<file path="src/rtl/sparse_buffer_rd_arb_if.sv">
// Purpose: requester, response and sparse-buffer read-port signals of the
//          sparse buffer read arbiter, bundled as one interface.
// Ports (by group):
//   requesters : req_valid_i, req_ptr_i -> req_ready_o
//   response   : rsp_valid_o, rsp_id_o, rsp_data_o <- rsp_ready_i
//   status     : err_timeout_o
//   buffer     : sb_valid_i, sb_read_allowIn_i, sb_read_rtn_valid_i,
//                sb_read_rtn_data_i -> sb_read_valid_o, sb_read_ptr_o,
//                sb_read_rtn_allowIn_o
// Modports: slave = arbiter side, master = requesters/consumer/buffer side.
interface sparse_buffer_rd_arb_if #(
    parameter int unsigned NREQ = 4,
    parameter int unsigned DW   = 8,
    parameter int unsigned AW   = 3,
    parameter int unsigned SIZE = 8
);
    localparam int unsigned IDW = (NREQ > 1) ? $clog2(NREQ) : 1;

    logic [NREQ-1:0]    req_valid_i;
    logic [NREQ*AW-1:0] req_ptr_i;
    logic [NREQ-1:0]    req_ready_o;
    logic               rsp_valid_o;
    logic               rsp_ready_i;
    logic [IDW-1:0]     rsp_id_o;
    logic [DW-1:0]      rsp_data_o;
    logic [NREQ-1:0]    err_timeout_o;
    logic [SIZE-1:0]    sb_valid_i;
    logic               sb_read_valid_o;
    logic [AW-1:0]      sb_read_ptr_o;
    logic               sb_read_allowIn_i;
    logic               sb_read_rtn_allowIn_o;
    logic               sb_read_rtn_valid_i;
    logic [DW-1:0]      sb_read_rtn_data_i;

    modport slave (
        input  req_valid_i, req_ptr_i, rsp_ready_i, sb_valid_i,
               sb_read_allowIn_i, sb_read_rtn_valid_i, sb_read_rtn_data_i,
        output req_ready_o, rsp_valid_o, rsp_id_o, rsp_data_o, err_timeout_o,
               sb_read_valid_o, sb_read_ptr_o, sb_read_rtn_allowIn_o
    );

    modport master (
        output req_valid_i, req_ptr_i, rsp_ready_i, sb_valid_i,
               sb_read_allowIn_i, sb_read_rtn_valid_i, sb_read_rtn_data_i,
        input  req_ready_o, rsp_valid_o, rsp_id_o, rsp_data_o, err_timeout_o,
               sb_read_valid_o, sb_read_ptr_o, sb_read_rtn_allowIn_o
    );
endinterface

</file>
<file path="src/rtl/sparse_buffer_rd_arb.sv">
// Purpose: round-robin read arbiter for the 8-entry sparse buffer. Grants one
//          requester per cycle whose target entry is valid, captures the read
//          data in a one-deep response register, and flags requesters that
//          starve on an invalid entry.
// Ports:
//   clk_i : clock
//   rst_i : synchronous active-high reset
//   bus   : sparse_buffer_rd_arb_if.slave (requests, response, timeout flags,
//           buffer read port)
module sparse_buffer_rd_arb #(
    parameter int unsigned NREQ = 4,
    parameter int unsigned DW   = 8,
    parameter int unsigned AW   = 3,
    parameter int unsigned SIZE = 8,
    parameter int unsigned TOW  = 6
) (
    input  logic                  clk_i,
    input  logic                  rst_i,
    sparse_buffer_rd_arb_if.slave bus
);
    localparam int unsigned    IDW     = (NREQ > 1) ? $clog2(NREQ) : 1;
    localparam logic [TOW-1:0] CNT_MAX = '1;

    logic [NREQ-1:0] elig_c;
    logic            slot_free_c;
    logic            grant_en_c;
    logic            grant_any_c;
    logic [IDW-1:0]  win_c;
    logic [NREQ-1:0] grant_c;
    logic [AW-1:0]   win_ptr_c;
    int unsigned     cand_c;

    logic            rsp_valid_q, rsp_valid_d;
    logic [IDW-1:0]  rsp_id_q,    rsp_id_d;
    logic [DW-1:0]   rsp_data_q,  rsp_data_d;
    logic [IDW-1:0]  last_q,      last_d;
    logic [TOW-1:0]  cnt_q [NREQ];
    logic [TOW-1:0]  cnt_d [NREQ];
    logic [NREQ-1:0] err_q,       err_d;

    // Requester is eligible only while its target entry holds valid data
    always_comb begin
        elig_c = '0;
        for (int i = 0; i < NREQ; i++) begin
            elig_c[i] = bus.req_valid_i[i] & bus.sb_valid_i[bus.req_ptr_i[i*AW +: AW]];
        end
    end

    // Round-robin pick: first eligible index after last_q, wrapping
    always_comb begin
        slot_free_c = ~rsp_valid_q | bus.rsp_ready_i;
        grant_en_c  = slot_free_c & bus.sb_read_allowIn_i & ~rst_i;
        grant_any_c = 1'b0;
        win_c       = '0;
        cand_c      = '0;
        for (int unsigned k = 1; k <= NREQ; k++) begin
            cand_c = (32'(last_q) + k) % NREQ;
            if (grant_en_c && !grant_any_c && elig_c[IDW'(cand_c)]) begin
                grant_any_c = 1'b1;
                win_c       = IDW'(cand_c);
            end
        end
    end

    // One-hot grant; winner pointer by OR over the one-hot mask (0 when idle)
    always_comb begin
        grant_c   = grant_any_c ? (NREQ'(1) << win_c) : '0;
        win_ptr_c = '0;
        for (int i = 0; i < NREQ; i++) begin
            if (grant_c[i]) begin
                win_ptr_c = win_ptr_c | bus.req_ptr_i[i*AW +: AW];
            end
        end
    end

    // Response register and round-robin pointer next state; a grant in the
    // drain cycle overwrites the register so back-to-back reads are possible
    always_comb begin
        rsp_valid_d = rsp_valid_q;
        rsp_id_d    = rsp_id_q;
        rsp_data_d  = rsp_data_q;
        last_d      = last_q;
        if (grant_any_c) begin
            rsp_valid_d = 1'b1;
            rsp_id_d    = win_c;
            rsp_data_d  = bus.sb_read_rtn_data_i;
            last_d      = win_c;
        end else if (bus.rsp_ready_i) begin
            rsp_valid_d = 1'b0;
        end
    end

    // Starvation counters; the flag is raised in the cycle the count saturates
    always_comb begin
        err_d = err_q;
        for (int i = 0; i < NREQ; i++) begin
            cnt_d[i] = cnt_q[i];
            if (grant_c[i] || !bus.req_valid_i[i]) begin
                cnt_d[i] = '0;
            end else if (cnt_q[i] != CNT_MAX) begin
                cnt_d[i] = cnt_q[i] + TOW'(1);
            end
            if (grant_c[i]) begin
                err_d[i] = 1'b0;
            end else if (cnt_d[i] == CNT_MAX) begin
                err_d[i] = 1'b1;
            end
        end
    end

    always_ff @(posedge clk_i) begin
        if (rst_i) begin
            rsp_valid_q <= 1'b0;
            rsp_id_q    <= '0;
            rsp_data_q  <= '0;
            last_q      <= IDW'(NREQ - 1);
            err_q       <= '0;
            for (int i = 0; i < NREQ; i++) begin
                cnt_q[i] <= '0;
            end
        end else begin
            rsp_valid_q <= rsp_valid_d;
            rsp_id_q    <= rsp_id_d;
            rsp_data_q  <= rsp_data_d;
            last_q      <= last_d;
            err_q       <= err_d;
            for (int i = 0; i < NREQ; i++) begin
                cnt_q[i] <= cnt_d[i];
            end
        end
    end

    assign bus.req_ready_o           = grant_c;
    assign bus.sb_read_valid_o       = grant_any_c;
    assign bus.sb_read_rtn_allowIn_o = grant_any_c;
    assign bus.sb_read_ptr_o         = win_ptr_c;
    assign bus.rsp_valid_o           = rsp_valid_q;
    assign bus.rsp_id_o              = rsp_id_q;
    assign bus.rsp_data_o            = rsp_data_q;
    assign bus.err_timeout_o         = err_q;
endmodule

</file>
<file path="src/flat_wrapper.sv">
// flat-port wrapper written by rule: the top's interface ports become plain ports
module sparse_buffer_rd_arb_flat 
#(
    parameter int unsigned NREQ = 4,
    parameter int unsigned DW   = 8,
    parameter int unsigned AW   = 3,
    parameter int unsigned SIZE = 8,
    parameter int unsigned TOW  = 6
)
  (clk_i, rst_i, bus_req_valid_i, bus_req_ptr_i, bus_rsp_ready_i, bus_sb_valid_i, bus_sb_read_allowIn_i, bus_sb_read_rtn_valid_i, bus_sb_read_rtn_data_i, bus_req_ready_o, bus_rsp_valid_o, bus_rsp_id_o, bus_rsp_data_o, bus_err_timeout_o, bus_sb_read_valid_o, bus_sb_read_ptr_o, bus_sb_read_rtn_allowIn_o);
  sparse_buffer_rd_arb_if #(.NREQ(NREQ), .DW(DW), .AW(AW), .SIZE(SIZE)) bus_i ();
  input  logic clk_i;
  input  logic rst_i;
  input wire logic [$bits(bus_i.req_valid_i)-1:0] bus_req_valid_i;
  input wire logic [$bits(bus_i.req_ptr_i)-1:0] bus_req_ptr_i;
  input wire logic [$bits(bus_i.rsp_ready_i)-1:0] bus_rsp_ready_i;
  input wire logic [$bits(bus_i.sb_valid_i)-1:0] bus_sb_valid_i;
  input wire logic [$bits(bus_i.sb_read_allowIn_i)-1:0] bus_sb_read_allowIn_i;
  input wire logic [$bits(bus_i.sb_read_rtn_valid_i)-1:0] bus_sb_read_rtn_valid_i;
  input wire logic [$bits(bus_i.sb_read_rtn_data_i)-1:0] bus_sb_read_rtn_data_i;
  output wire logic [$bits(bus_i.req_ready_o)-1:0] bus_req_ready_o;
  output wire logic [$bits(bus_i.rsp_valid_o)-1:0] bus_rsp_valid_o;
  output wire logic [$bits(bus_i.rsp_id_o)-1:0] bus_rsp_id_o;
  output wire logic [$bits(bus_i.rsp_data_o)-1:0] bus_rsp_data_o;
  output wire logic [$bits(bus_i.err_timeout_o)-1:0] bus_err_timeout_o;
  output wire logic [$bits(bus_i.sb_read_valid_o)-1:0] bus_sb_read_valid_o;
  output wire logic [$bits(bus_i.sb_read_ptr_o)-1:0] bus_sb_read_ptr_o;
  output wire logic [$bits(bus_i.sb_read_rtn_allowIn_o)-1:0] bus_sb_read_rtn_allowIn_o;
  assign bus_i.req_valid_i = bus_req_valid_i;
  assign bus_i.req_ptr_i = bus_req_ptr_i;
  assign bus_i.rsp_ready_i = bus_rsp_ready_i;
  assign bus_i.sb_valid_i = bus_sb_valid_i;
  assign bus_i.sb_read_allowIn_i = bus_sb_read_allowIn_i;
  assign bus_i.sb_read_rtn_valid_i = bus_sb_read_rtn_valid_i;
  assign bus_i.sb_read_rtn_data_i = bus_sb_read_rtn_data_i;
  assign bus_req_ready_o = bus_i.req_ready_o;
  assign bus_rsp_valid_o = bus_i.rsp_valid_o;
  assign bus_rsp_id_o = bus_i.rsp_id_o;
  assign bus_rsp_data_o = bus_i.rsp_data_o;
  assign bus_err_timeout_o = bus_i.err_timeout_o;
  assign bus_sb_read_valid_o = bus_i.sb_read_valid_o;
  assign bus_sb_read_ptr_o = bus_i.sb_read_ptr_o;
  assign bus_sb_read_rtn_allowIn_o = bus_i.sb_read_rtn_allowIn_o;
  sparse_buffer_rd_arb #(.NREQ(NREQ), .DW(DW), .AW(AW), .SIZE(SIZE), .TOW(TOW)) u_core (.clk_i(clk_i), .rst_i(rst_i), .bus(bus_i));
endmodule
</file>
<file path="config.mk">
export PLATFORM = sky130hd
export DESIGN_NAME = sparse_buffer_rd_arb_flat
export DESIGN_NICKNAME = d
export VERILOG_FILES = /design/src/rtl/sparse_buffer_rd_arb_if.sv /design/src/rtl/sparse_buffer_rd_arb.sv /design/src/flat_wrapper.sv
export SDC_FILE = /design/constraint.sdc
export NUM_CORES = 1
export LEC_CHECK = 0
export CORE_UTILIZATION = 45
export CTS_CLUSTER_DIAMETER = 40
export DETAILED_ROUTE_END_ITERATION = 8
export HOLD_SLACK_MARGIN = 0.12
export PLACE_DENSITY_LB_ADDON = 0.12
export SLEW_MARGIN = 0
export SYNTH_ARGS = -nofsm -noshare
export SYNTH_HDL_FRONTEND = slang
export SYNTH_SLANG_ARGS = --single-unit
</file>
<file path="constraint.sdc">
create_clock -name clk_i -period 5.93 [get_ports clk_i]
set_input_delay 1.779 -clock clk_i [delete_from_list [all_inputs] [get_ports clk_i]]
set_output_delay 1.779 -clock clk_i [all_outputs]
set_load 0.005 [all_outputs]
</file>
==> impl_results.md, run 1 <==
- Share of the yosys chip area belonging to registers: 0.290
- Number of antenna repair diodes: 0
- Total area of multi-input combinational cells: 2120 um2
- RSZ-0062 raised after global routing: true
- Most used cells in the layout excluding fill and tap cells: buf_4 (58), nand2_1 (45), dfxtp_1 (41), clkdlybuf4s50_1 (27), nor2_1 (23)
- Antenna violations before repair: 0
- Clock Skew: between 0.007 and 0.008 ns
- Overall track demand over capacity in global routing: 0.256
- Final max-slew violation count: 0
- Max-capacitance violation count: 0
- TritonCTS Sinks: 41
- Most common flop cell mapped by yosys: dfxtp_1
- Cell row count: 28
- Critical path startpoint category: input port
- Final period util: 1.02
- Share of synthesized flip-flops with an asynchronous set or reset: 0
- Critical Path Sink Type: primary output
- Transition time at the pin with the least slew margin: between 0.5 and 0.6 ns
- First-pass GRT wire length: 13100 um
- Post-synthesis cell type with the largest combined area: dfxtp_1
- Number of synthesized flops with an enable pin: 0
- RR Startpoint: u_core.last_q[0]
- Maximum operating frequency: 166 MHz
- Failing checks: setup timing
- Max-slew headroom: 0.639
- Synthesized netlist cell count: 347
- Top Ports: 61
- Synth unique cells: 72
- 1st-iter DRT viols: 145
- Root Driver: clkbuf_8
- Number of levels in the clock H-tree: 2
- Number of buffers inserted by hold repair at cts: 0
- Kind of critical path: in2out
- Largest net degree at the start of global routing: 26
- Seq. cell area: a little over 800 um2
- Die X-Extent: a little over 80 um
- Areal power density over the cells: 238 nW/um2
- Clock tree from TritonCTS: done
- Via count of the first global-routing pass: 2776
- Clock transition at the registers of the reported paths: 0.08 ns
- Cell count of the worst reg-to-reg path: 13
- Count of buffers from port buffering: 59
- Clk_lat worst skew: 0.29 ns
- Final-report setup violation count: 7
- Number of nets still failing antenna checks after routing: 0
- Maximum buffer depth of the clock tree: 2
- Most common cell after layout, fill and taps aside: buf_4
- Syn Nets: 388
- DIE AREA: 6620 um2
- Area contributors post-synth: dfxtp_1 (29%), nand2_1 (6.1%), mux2i_1 (4.9%), a21oi_1 (3.7%), nand3_1 (3.7%)
- Largest vdd supply drop: 163 uV
- Required time reported for the critical path endpoint: 4.15 ns
- Standby leakage power: 1.70 nW
- Global route total overflow: 0
- Hold path cells: 2
- Minimum setup slack among reg-to-reg paths: about 2.8 ns
- Detailed-routing iteration count for the pre-antenna-repair pass: 4
- Terminating pin of the worst hold path: u_core.bus.rsp_data_o[2]
- Synthesis-to-finish area growth: 50.5%
- Synth Area per Inst: 8.16 um2
- Fillers: 478
- Wire length reported by the detailed router: about 8500 um
- Yosys warning total: 0
- Beginning of the worst hold path: u_core.bus.rsp_data_o[2]
- Routability-driven placement congestion ratio: approximately 0.94
- Filler-free cell count of the finished design: approximately 540
- Share of the core filled with cells in the final layout: 0.712
- Tmin final: 6.03 ns
- Num CTS Buffers: 5
- Run status: finished with violations
- Number of vias after detailed routing: 3138
- Placed instance count: 520
- CP max FO: 5
- Core Area: roughly 6000 um2
- Power consumption: 1.01 mW
- Die height: approximately 81 um
- Number of remaining DRC errors: 0
- Final routed wire length divided by cell count: ~16 um
- Cell area after synthesis: 2830 um2
- Hold crit path type: reg2reg
- Initial core utilization: 0.473
- Detailed placement HPWL: 6020 um
- Detailed-route vias per instance: around 5.8
- Number of nets in the layout: 508
- CP arrival: roughly 4.3 ns
- Capture point of the worst reg-to-reg path: u_core.cnt_q[1][5]
- Number of register bits inferred by synthesis: 41
- Fraction of post-synthesis cell area in the top cell type by area: 0.290
- Share of post-route cells with drive strength above 1: 0.355
- Final Hold Vio Count: 0
- Setup WS post-layout: -0.0996 ns
-- timing repair --
item                       CTS  global route
pin swaps                   28            24
setup endpoints to repair    9             9
resized for setup          128            31
setup buffers               11             5
-- cells by family (layout without fill, tap and decap cells) --
logic type	after synthesis	count (layout)	synth area share
XOR/XNOR	7	7	0.0216
multiplexers	20	20	0.0852
flip-flops	41	41	0.290
buffers and inverters	22	143	0.0375
AND/OR/NAND/NOR	165	165	0.296
adder cells (fa/ha/maj)	4	4	0.0177
AO/OA/AOI/OAI	88	88	0.252
-- worst max-delay path by stage --
stage                     cells past startpoint               from                   end  slack (ns)
after floorplan                              10   bus_req_ptr_i[0]  bus_sb_read_ptr_o[0]        0.20
after global placement                       11   bus_req_ptr_i[6]  bus_sb_read_ptr_o[1]       -0.86
after detailed placement                     10   bus_req_ptr_i[3]  bus_sb_read_ptr_o[1]       -0.91
after CTS                                    12   bus_req_ptr_i[9]  bus_sb_read_ptr_o[1]       -0.07
after global routing                         11  bus_sb_valid_i[7]  bus_sb_read_ptr_o[1]       -0.17
final                                        14   bus_req_ptr_i[6]  bus_sb_read_ptr_o[1]        -0.1
-- per-layer routing --
layer	vias to the layer above	part of all wire	track usage
li1	1538	-	-
met1	1476	0.43	0.332
met2	104	0.49	0.418
met3	20	0.062	0.0517
met4	0	0.020	0.0875
met5	-	0	0
-- sequential cells by signal, indices dropped and copies added (netlist names) --
register	flops
u_core.cnt_q	24
u_core.bus.err_timeout_o	4
u_core.bus.rsp_data_o	8
u_core.last_q	2
u_core.bus.rsp_id_o	2
u_core.bus.rsp_valid_o	1
-- per-stage QoR --
stage	hold slack [ns]	cell area [um2]	setup TNS, ns	worst slack (ns)
floorplan	0.448	2830	0	0.196
finish	0.457	4260	-0.383	-0.0996
global route	0.477	4260	-0.993	-0.167
CTS	0.461	4170	-0.251	-0.0742
detailed placement	0.448	3830	-7.11	-0.906
global placement	0.438	3830	-7.07	-0.865
-- power breakdown --
group,internal (mW),switching [mW],leakage [nW]
combinational,0.217,0.204,1.30
clock,0.170,0.104,0.0687
sequential,0.295,0.0245,0.333
total,0.681,0.333,1.70
-- area by class of cell --
type / instances / area share
Clock buffer: 5 / 0.0161
Clock inverter: 3 / 0.0161
Inverter: 9 / 0.00792
Multi-Input combinational cell: 284 / 0.498
Sequential cell: 41 / 0.193
Tap cell: 75 / 0.0220
Timing Repair Buffer: 126 / 0.247
-- critical path, cell delays in order --
cell,delay (ns)
buf_6,0.10
buf_6,0.12
mux2i_2,0.14
a221oi_2,0.28
buf_4,0.20
buf_6,0.11
a211oi_4,0.05
o21ai_2,0.20
a21oi_2,0.09
a221o_2,0.44
buf_6,0.13
and2_4,0.12
o32a_1,0.35
buf_2,0.14
-- cell usage after synthesis (4+ instances only) --
library cell	count
nand2b_1	7
dfxtp_1	41
and2_1	5
a22oi_1	4
xnor2_1	5
nor3_1	16
clkbuf_1	8
a211o_1	4
nand2_1	46
nor2_1	25
nor4_1	8
and3_1	8
nor2b_1	7
a21oi_1	21
o21ai_0	11
o211ai_1	4
mux2i_1	14
or2_2	6
nand3_1	21
ha_1	4
inv_1	9
(Power assumes the default switching activity.)
==> run 2: changes to the inputs <==
--- a/config.mk
+++ b/config.mk
@@ -5,12 +5,12 @@
 export SDC_FILE = /design/constraint.sdc
 export NUM_CORES = 1
 export LEC_CHECK = 0
+export CAP_MARGIN = 10
 export CORE_UTILIZATION = 45
 export CTS_CLUSTER_DIAMETER = 40
 export DETAILED_ROUTE_END_ITERATION = 8
 export HOLD_SLACK_MARGIN = 0.12
 export PLACE_DENSITY_LB_ADDON = 0.12
-export SLEW_MARGIN = 0
 export SYNTH_ARGS = -nofsm -noshare
 export SYNTH_HDL_FRONTEND = slang
 export SYNTH_SLANG_ARGS = --single-unit
==> results of run 2 <==
No change in the layout: final DEF, timing and power equal those of run 1.
